File: src/rtl/pdp8_pkg.sv
`default_nettype none
// ============================================================================
// Module   : pdp8_pkg
// Brief    : Shared widths, arbiter state/source encodings and defaults.
// Revision : 1.0
// ============================================================================
package pdp8_pkg;

  localparam int ADDR_WIDTH = 12;
  localparam int DATA_WIDTH = 12;

  localparam int ARB_RD_LAT_DEF     = 1;
  localparam int ARB_STARVE_LIM_DEF = 4;

  typedef enum logic [1:0] {
    IDLE    = 2'd0,
    RD_WAIT = 2'd1,
    WR      = 2'd2,
    RESP    = 2'd3
  } arb_state_e;

  typedef enum logic [1:0] {
    SRC_NONE    = 2'd0,
    SRC_IFU     = 2'd1,
    SRC_EXEC_RD = 2'd2,
    SRC_EXEC_WR = 2'd3
  } arb_src_e;

endpackage
`default_nettype wire

File: src/rtl/pdp8_arb_prio.sv
`default_nettype none
// ============================================================================
// Module   : pdp8_arb_prio
// Brief    : Combinational winner select with a saturating fetch-starvation count.
// Revision : 1.0
// ============================================================================
module pdp8_arb_prio
  import pdp8_pkg::*;
#(
  parameter int STARVE_LIM = ARB_STARVE_LIM_DEF
) (
  input  logic     clk,
  input  logic     rst,
  input  logic     i_grant_en,
  input  logic     i_ifu_rd_req,
  input  logic     i_exec_rd_req,
  input  logic     i_exec_wr_req,
  output arb_src_e o_winner
);

  localparam int c_CNT_W = (STARVE_LIM < 1) ? 1 : $clog2(STARVE_LIM + 1);
  localparam logic [c_CNT_W-1:0] c_LIM = c_CNT_W'(STARVE_LIM);

  logic [c_CNT_W-1:0] r_starve_cnt;
  arb_src_e           w_winner;

  // Fetch overrides exec only once exec has won STARVE_LIM times in a row.
  always_comb begin
    w_winner = SRC_NONE;
    if (i_ifu_rd_req && (r_starve_cnt == c_LIM)) begin
      w_winner = SRC_IFU;
    end else if (i_exec_wr_req) begin
      w_winner = SRC_EXEC_WR;
    end else if (i_exec_rd_req) begin
      w_winner = SRC_EXEC_RD;
    end else if (i_ifu_rd_req) begin
      w_winner = SRC_IFU;
    end
  end

  always_ff @(posedge clk or posedge rst) begin
    if (rst) begin
      r_starve_cnt <= '0;
    end else if (i_grant_en) begin
      case (w_winner)
        SRC_IFU: r_starve_cnt <= '0;
        SRC_EXEC_RD, SRC_EXEC_WR: begin
          if (!i_ifu_rd_req) begin
            r_starve_cnt <= '0;
          end else if (r_starve_cnt != c_LIM) begin
            r_starve_cnt <= r_starve_cnt + 1'b1;
          end
        end
        default: ;
      endcase
    end
  end

  assign o_winner = w_winner;

endmodule
`default_nettype wire

File: src/rtl/pdp8_mem_arbiter.sv
`default_nettype none
// ============================================================================
// Module   : pdp8_mem_arbiter
// Brief    : Single-port memory arbiter between instruction fetch and execution.
// Revision : 1.0
// ============================================================================
module pdp8_mem_arbiter
  import pdp8_pkg::*;
#(
  parameter int RD_LAT     = ARB_RD_LAT_DEF,
  parameter int STARVE_LIM = ARB_STARVE_LIM_DEF
) (
  input  logic                  clk,
  input  logic                  reset,
  input  logic                  ifu_rd_req,
  input  logic [ADDR_WIDTH-1:0] ifu_rd_addr,
  output logic                  ifu_rd_valid,
  output logic [DATA_WIDTH-1:0] ifu_rd_data,
  input  logic                  exec_rd_req,
  input  logic [ADDR_WIDTH-1:0] exec_rd_addr,
  output logic                  exec_rd_valid,
  output logic [DATA_WIDTH-1:0] exec_rd_data,
  input  logic                  exec_wr_req,
  input  logic [ADDR_WIDTH-1:0] exec_wr_addr,
  input  logic [DATA_WIDTH-1:0] exec_wr_data,
  output logic                  exec_wr_done,
  output logic                  mem_rd_req,
  output logic                  mem_wr_req,
  output logic [ADDR_WIDTH-1:0] mem_addr,
  output logic [DATA_WIDTH-1:0] mem_wr_data,
  input  logic [DATA_WIDTH-1:0] mem_rd_data,
  output logic                  busy,
  output logic                  proto_err
);

  localparam logic [2:0] c_RD_LAT = 3'(RD_LAT);

  arb_state_e r_state;
  arb_src_e   r_src;
  logic [2:0] r_lat_cnt;
  arb_src_e   w_winner;
  logic       w_grant_en;

  assign w_grant_en = (r_state == IDLE);

  pdp8_arb_prio #(
    .STARVE_LIM (STARVE_LIM)
  ) u_prio (
    .clk           (clk),
    .rst           (reset),
    .i_grant_en    (w_grant_en),
    .i_ifu_rd_req  (ifu_rd_req),
    .i_exec_rd_req (exec_rd_req),
    .i_exec_wr_req (exec_wr_req),
    .o_winner      (w_winner)
  );

  always_ff @(posedge clk or posedge reset) begin
    if (reset) begin
      r_state       <= IDLE;
      r_src         <= SRC_NONE;
      r_lat_cnt     <= '0;
      ifu_rd_valid  <= 1'b0;
      ifu_rd_data   <= '0;
      exec_rd_valid <= 1'b0;
      exec_rd_data  <= '0;
      exec_wr_done  <= 1'b0;
      mem_rd_req    <= 1'b0;
      mem_wr_req    <= 1'b0;
      mem_addr      <= '0;
      mem_wr_data   <= '0;
      busy          <= 1'b0;
      proto_err     <= 1'b0;
    end else begin
      mem_rd_req    <= 1'b0;
      mem_wr_req    <= 1'b0;
      ifu_rd_valid  <= 1'b0;
      exec_rd_valid <= 1'b0;
      exec_wr_done  <= 1'b0;

      if ((r_state == IDLE) && exec_rd_req && exec_wr_req) begin
        proto_err <= 1'b1;
      end

      case (r_state)
        IDLE: begin
          r_src <= w_winner;
          case (w_winner)
            SRC_IFU: begin
              mem_addr   <= ifu_rd_addr;
              mem_rd_req <= 1'b1;
              r_lat_cnt  <= c_RD_LAT;
              busy       <= 1'b1;
              r_state    <= RD_WAIT;
            end
            SRC_EXEC_RD: begin
              mem_addr   <= exec_rd_addr;
              mem_rd_req <= 1'b1;
              r_lat_cnt  <= c_RD_LAT;
              busy       <= 1'b1;
              r_state    <= RD_WAIT;
            end
            SRC_EXEC_WR: begin
              mem_addr    <= exec_wr_addr;
              mem_wr_data <= exec_wr_data;
              mem_wr_req  <= 1'b1;
              busy        <= 1'b1;
              r_state     <= WR;
            end
            default: ;
          endcase
        end
        // Count reaches zero in the cycle the memory presents read data.
        RD_WAIT: begin
          if (r_lat_cnt == 3'd0) begin
            if (r_src == SRC_IFU) begin
              ifu_rd_data  <= mem_rd_data;
              ifu_rd_valid <= 1'b1;
            end else begin
              exec_rd_data  <= mem_rd_data;
              exec_rd_valid <= 1'b1;
            end
            r_state <= RESP;
          end else begin
            r_lat_cnt <= r_lat_cnt - 3'd1;
          end
        end
        WR: begin
          exec_wr_done <= 1'b1;
          r_state      <= RESP;
        end
        RESP: begin
          r_src   <= SRC_NONE;
          busy    <= 1'b0;
          r_state <= IDLE;
        end
        default: r_state <= IDLE;
      endcase
    end
  end

endmodule
`default_nettype wire

File: config.mk
export PLATFORM = sky130hd
export DESIGN_NAME = pdp8_mem_arbiter
export DESIGN_NICKNAME = d
export VERILOG_FILES = /design/src/rtl/pdp8_pkg.sv /design/src/rtl/pdp8_arb_prio.sv /design/src/rtl/pdp8_mem_arbiter.sv
export SDC_FILE = /design/constraint.sdc
export NUM_CORES = 1
export LEC_CHECK = 0
export ABC_CLOCK_PERIOD_IN_PS = 3250
export CAP_MARGIN = 20
export CORE_UTILIZATION = 30
export DETAILED_ROUTE_END_ITERATION = 7
export PLACE_DENSITY = 0.65
export SYNTH_ARGS = -nofsm -noshare
export SYNTH_HDL_FRONTEND = slang
export SYNTH_SLANG_ARGS = --single-unit
File: constraint.sdc
create_clock -name clk -period 3.25 [get_ports clk]
set_input_delay 0.4875 -clock clk [delete_from_list [all_inputs] [get_ports clk]]
set_output_delay 0.4875 -clock clk [all_outputs]
set_load 0.02 [all_outputs]
# Word-level counts from Yosys, hierarchy flattened
# Index checks and enable logic that the tools add are counted.
# totals
regBits	65
out_inout_bits	55
wordCells	81
in_bits	65
# classes
n_bitwise	1
reduce_logical	20
eq_ne	15
add_sub_neg	2
n_mux	28
# op_table
operator	count
12-bit one-hot mux with 3 select lines	1
1-bit two-way mux	13
3-bit two-way mux	4
3-bit one-hot mux with 2 select lines	2
3-bit AND reduction	4
2-bit == test (second input constant)	4
2-bit two-way mux	4
2-bit inequality test (second input constant)	4
2-bit one-hot mux with 2 select lines	2
2-bit one-hot mux with 4 select lines	1
2-bit AND reduction	4
2-bit by 1-bit == test with 1-bit output (second input constant)	3
3-bit inequality test (second input constant)	2
2-bit nonzero test	3
2-bit OR reduction	2
3-bit by 1-bit adder with 3-bit output (second input constant)	1
3-bit == test (second input constant)	1
1-bit logical AND	3
3-bit zero test	1
3-bit by 2-bit inequality test with 1-bit output (second input constant)	1
3-bit nonzero test	1
3-bit OR reduction	1
3-bit by 1-bit subtractor with 3-bit output (second input constant)	1
2-bit zero test	1
other kinds (2)	2

# Longest topological paths before layout
# logic_depth
ltp_word	8
depth_mapped	11
ltp_nobuf	9

# Hierarchy
# A second synthesis with hierarchy kept.
# hier_totals
cells_unflattened	250
area_unflattened_um2	3014.1
# by_module_without_submodules
module	instances	seq_area_each_um2	cells_per_inst	area_each_um2
pdp8_mem_arbiter	1	1551.5	224	2798.9
pdp8_arb_prio	1	75.1	26	215.2

# Worst setup path after synthesis
# OpenSTA, ideal clock, no wires.
# synth_timing
kind	register to register
startpoint	reg u_prio.r_starve_cnt[0]
endpoint	reg r_state[1]
setup_time_ns	0.125
slack_ns	0.906
n_path_buf	2
stages_incl_launch_ff	12
period_less_slack_ns	2.344
arrival_time_ns	2.220
required_time_ns	3.125
cell_sequence	dfrtp_1 -> inv_1 -> ha_1 -> a21bo_2 -> a21oi_1 -> inv_1 -> ha_1 -> clkbuf_1 -> nand2_1 -> buf_4 -> o21ai_0 -> mux2_2
# synth_between
elab_chain_cells	7
elab_cells_between_ends	11
classes_between	eq/ne (5); mux (3); reduce/logical (3)
# synth_lines
element	line_no	source
start, declared	pdp8_arb_prio.sv:24	logic [c_CNT_W-1:0] r_starve_cnt;
start signal, assigned	pdp8_arb_prio.sv:51	r_starve_cnt <= r_starve_cnt + 1'b1;
3-bit == test (*)	pdp8_arb_prio.sv:30	if (i_ifu_rd_req && (r_starve_cnt == c_LIM)) begin
1-bit logical AND (*)	pdp8_arb_prio.sv:30	
2-bit two-way mux (*)	pdp8_arb_prio.sv:30	
2-bit by 1-bit == test with 1-bit output or 2-bit == test (tied branches)	pdp8_mem_arbiter.sv:88	case (w_winner)
2-bit OR reduction (no line)	--	
2-bit one-hot mux with 2 select lines or 3-bit inequality test (tied branches)	--	
2-bit one-hot mux with 4 select lines or 2-bit AND reduction (tied branches)	--	
end signal, assigned	pdp8_mem_arbiter.sv:94	r_state <= RD_WAIT;
end signal, assigned	pdp8_mem_arbiter.sv:101	r_state <= RD_WAIT;
end signal, assigned	pdp8_mem_arbiter.sv:108	r_state <= WR;
end, declared	pdp8_mem_arbiter.sv:38	arb_state_e r_state;
# Mark *: on every way between the ends. The rest lies on a longest branch, timed or not.
# A chain may end at the register's enable or synchronous reset.

# Final worst setup path
# layout_timing
startpoint	reg u_prio.r_starve_cnt[0]
endpoint	reg mem_addr[4]
# layout_between
elab_chain_cells	6
elab_cells_between_ends	9
classes_between	eq/ne (4); mux (2); reduce/logical (3)
# layout_lines
element	line_no	source
3-bit == test (*)	pdp8_arb_prio.sv:30	
1-bit logical AND (*)	pdp8_arb_prio.sv:30	
2-bit two-way mux (*)	pdp8_arb_prio.sv:30	
2-bit by 1-bit == test with 1-bit output or 2-bit == test (tied branches)	pdp8_mem_arbiter.sv:88	
3-bit nonzero test (no line)	--	
2-bit AND reduction (no line)	--	
end signal, assigned	pdp8_mem_arbiter.sv:90	mem_addr <= ifu_rd_addr;
end signal, assigned	pdp8_mem_arbiter.sv:97	mem_addr <= exec_rd_addr;
end signal, assigned	pdp8_mem_arbiter.sv:104	mem_addr <= exec_wr_addr;
end, declared	pdp8_mem_arbiter.sv:29	output logic [ADDR_WIDTH-1:0] mem_addr,
# Marks and branches as above.

==> results.toml <==
[status]
status = "completed"

[cells_and_area]
postLayoutCoreUtil = 0.4810
seq_area_sq_um = 1627
antenna_cells = 0
fillerInstances = 906
final_cells = 495
nNetsFinal = 438
area_delta_synth_final_pct = 52.80
drive_gt1_frac = 0.1885
multiInputGateArea_sq_um = 1196

[setup_path]
crit_path_end_kind = "flip-flop"
arrival_ns = 2.60
cp_slowest_stage_delay_ns = 0.35
cp_max_fo = 13
crit_path_start_kind = "flip-flop"
critical_path_required_ns = 3.50
cp_cell_sequence = "inv_1, ha_1, a21bo_2, a21oi_1, inv_1, ha_1, buf_4, nor2_1, buf_4, nand2_1, a31oi_1"
cp_slowest_cell = "dfrtp_1"
critPathKind = "flip-flop to flip-flop"

[logic_synthesis]
ys_warn_count = 0
synth_flop_cell = "dfrtp_1"
syn_area_sq_um = 2950
synth-seq-area-share = 0.5513
syn_inst = 235
synth-seq-cells = 65
syn_area_per_cell_sq_um = 12.55
synth_area_leaders = "dfrtp_1 (55%), mux2_2 (11%), ha_1 (5.1%)"
synth_top_area_frac = 0.5513
yosysMostFrequentCell = "dfrtp_1"
synth_area_leader_cell = "dfrtp_1"
synth_edf_count = 0
yosys-top-cells-count = "dfrtp_1 (65), mux2_2 (28), nand2_1 (17), nor2_1 (17), a31oi_1 (14)"
syn-num-nets = 312
ys_async_sr_fraction = 1.000
ys_types = 38

[floorplanning]
pin_count = 120
fp.dieW_microns = 101.2
dieArea_sq_um = 10240
die_h_microns = 101.2
initial_core_util = 0.3148
core_area_sq_um = 9371
rows = 35

[sta]
fin_skew_ns = 0.007623
grt_setup_unrepaired = "false"
setup_violations = 0
slew_headroom = 0.5300
worst_slack_ns = 0.9002
final_max_slew_viol_count = 0
final.setup.tns_ns = 0
period_needed_ns = 2.350
finalHoldViolCount = 0
fmax_ghz = 0.4256
tightestPinTransition_ns = 0.7042
post-route-period-util = 0.7230

[clocking]
cts_buffer_depth = 2
cts_sinks = 65
cts_root_buf = "clkbuf_8"
cts_setup_buffers = 0
cts_resized = 0
clk_latency_ns = 0.33
cts_made_buffers = 9
clk_pin_slew_worst_paths_ns = 0.07
cts.htree.levels = 3
cts_tree = "yes"
holdBufCountCts = 0

[global_route]
grt-ovfl-total = 0
antenna_found_initial = 0
grt_pass1_vias = 2268
grt_max_degree = 29
grt_usage = 0.1372
grt_pass1_wl_mm = 10.95

[route]
wl_met1_mm = 3.118
vias_per_cell = 4.503
ant_nets = 0
dr.pass1.iters = 4
wl_met3_microns = 505
wl_met2_mm = 3.163
drc_errors = 0
routed_wl_mm = 6.845
vias = 2229
wire_per_inst_microns = 13.83
drt_iter0_drc = 42
top_layer = "met4"

[place]
portBuffers = 119
place_hpwl_mm = 5.081
dp.cells = 479
gp_congestion = 0.7131
pre_cts_slack_ns = 0.5733

[power_and_ir_drop]
p_total_w = 0.004314
ir_worst_vdd_uv = 341.2
p_leak_nw = 1.913
powerDensity_nw_per_um2 = 956.9

[job]
max_cap_viol_count = 0

[hold_path]
hp-class = "flip-flop to flip-flop"
-- power by group --
| group | switching, W | leakage, nW | internal (W) |
|---|---|---|---|
| clock | 0.000307 | 0.105 | 0.000416 |
| sequential | 0.000207 | 0.774 | 0.00120 |
| combinational | 0.00104 | 1.03 | 0.00115 |
-- sequential cells by signal, summed over array words and instances (netlist names) --
name	flops
mem_wr_data	12
mem_rd_req	1
exec_wr_done	1
mem_addr	12
exec_rd_data	12
r_src	2
r_state	2
busy	1
r_lat_cnt	3
u_prio.r_starve_cnt	3
ifu_rd_data	12
proto_err	1
ifu_rd_valid	1
mem_wr_req	1
exec_rd_valid	1
-- worst max-delay path: cells and delay by family (launching register included) --
kind,cells,cell delay (ns)
adders and majority gates,2,0.49
DFF,1,0.35
buffers and inverters,4,0.54
and+or+nand+nor,2,0.31
AOI/OAI and AO/OA,3,0.58
-- cell usage in the layout (no fill, tap or decap), types with 2 or more instances in the layout --
cell type        synthesis  final
clkinvlp_4               0      2
clkbuf_8                 0     12
clkdlybuf4s50_1          0    119
dfrtp_1                 65     65
o31ai_1                  2      2
nand3_1                  2      2
nand3b_1                 2      2
nand2_1                 17     17
a21oi_1                  3      3
nor2_1                  17     17
ha_1                    12     12
mux2_2                  28     28
nand4_1                  2      2
inv_1                   11     10
mux2_4                   9      9
buf_4                    1      7
nand2b_1                 2      2
a22oi_1                 12     12
o21ai_0                  3      3
mux2i_1                  3      3
and2_1                   2      2
inv_2                    1      2
a22o_1                   2      2
a31oi_1                 14     14
-- stage by stage --
stage / hold slack (ns) / instance area [sq um]
floorplan: 0.4496 / 2950
global placement: 0.4513 / 4293
detailed placement: 0.4574 / 4293
CTS: 0.4747 / 4508
global route: 0.4839 / 4508
finish: 0.4698 / 4508
-- kinds of logic (layout without fill, tap and decap cells) --
kind of cell | after synthesis | in the layout | synth area share
AOI/OAI and AO/OA | 43 | 43 | 0.1018
muxes | 40 | 40 | 0.1628
DFF | 65 | 65 | 0.5513
buffers and inverters | 24 | 155 | 0.04410
and+or+nand+nor | 51 | 51 | 0.08905
adders and majority gates | 12 | 12 | 0.05089
-- worst paths after layout --
path	start	end	slack (ns)	cells after the start
max	u_prio.r_starve_cnt[0]$_DFFE_PP0P_	mem_addr[4]$_DFFE_PP0P_	0.90	11
min	proto_err$_DFFE_PP0P_	proto_err$_DFFE_PP0P_	0.47	1
min in group asynchronous	reset	exec_rd_data[4]$_DFFE_PP0P_	0.53	2
min reg2reg	proto_err$_DFFE_PP0P_	proto_err$_DFFE_PP0P_	0.47	1
max in group asynchronous	reset	mem_addr[8]$_DFFE_PP0P_	2.01	3
max reg2reg	u_prio.r_starve_cnt[0]$_DFFE_PP0P_	mem_addr[4]$_DFFE_PP0P_	0.90	11
-- routing by layer --
| layer | GRT usage | vias up |
|---|---|---|
| met3 | 0.03589 | 5 |
| li1 | - | 1082 |
| met4 | 0.05686 | 0 |
| met5 | 0 | - |
| met2 | 0.2187 | 86 |
| met1 | 0.1773 | 1056 |
-- cell type report --
cell class,instances,area share
Clock buffer,12,0.03664
Sequential cell,65,0.3608
Inverter,12,0.009992
Multi-Input combinational cell,146,0.2653
Tap cell,129,0.03580
Timing Repair Buffer,127,0.2803
Clock inverter,4,0.01110
No activity file was read; power rests on OpenSTA's default activity.
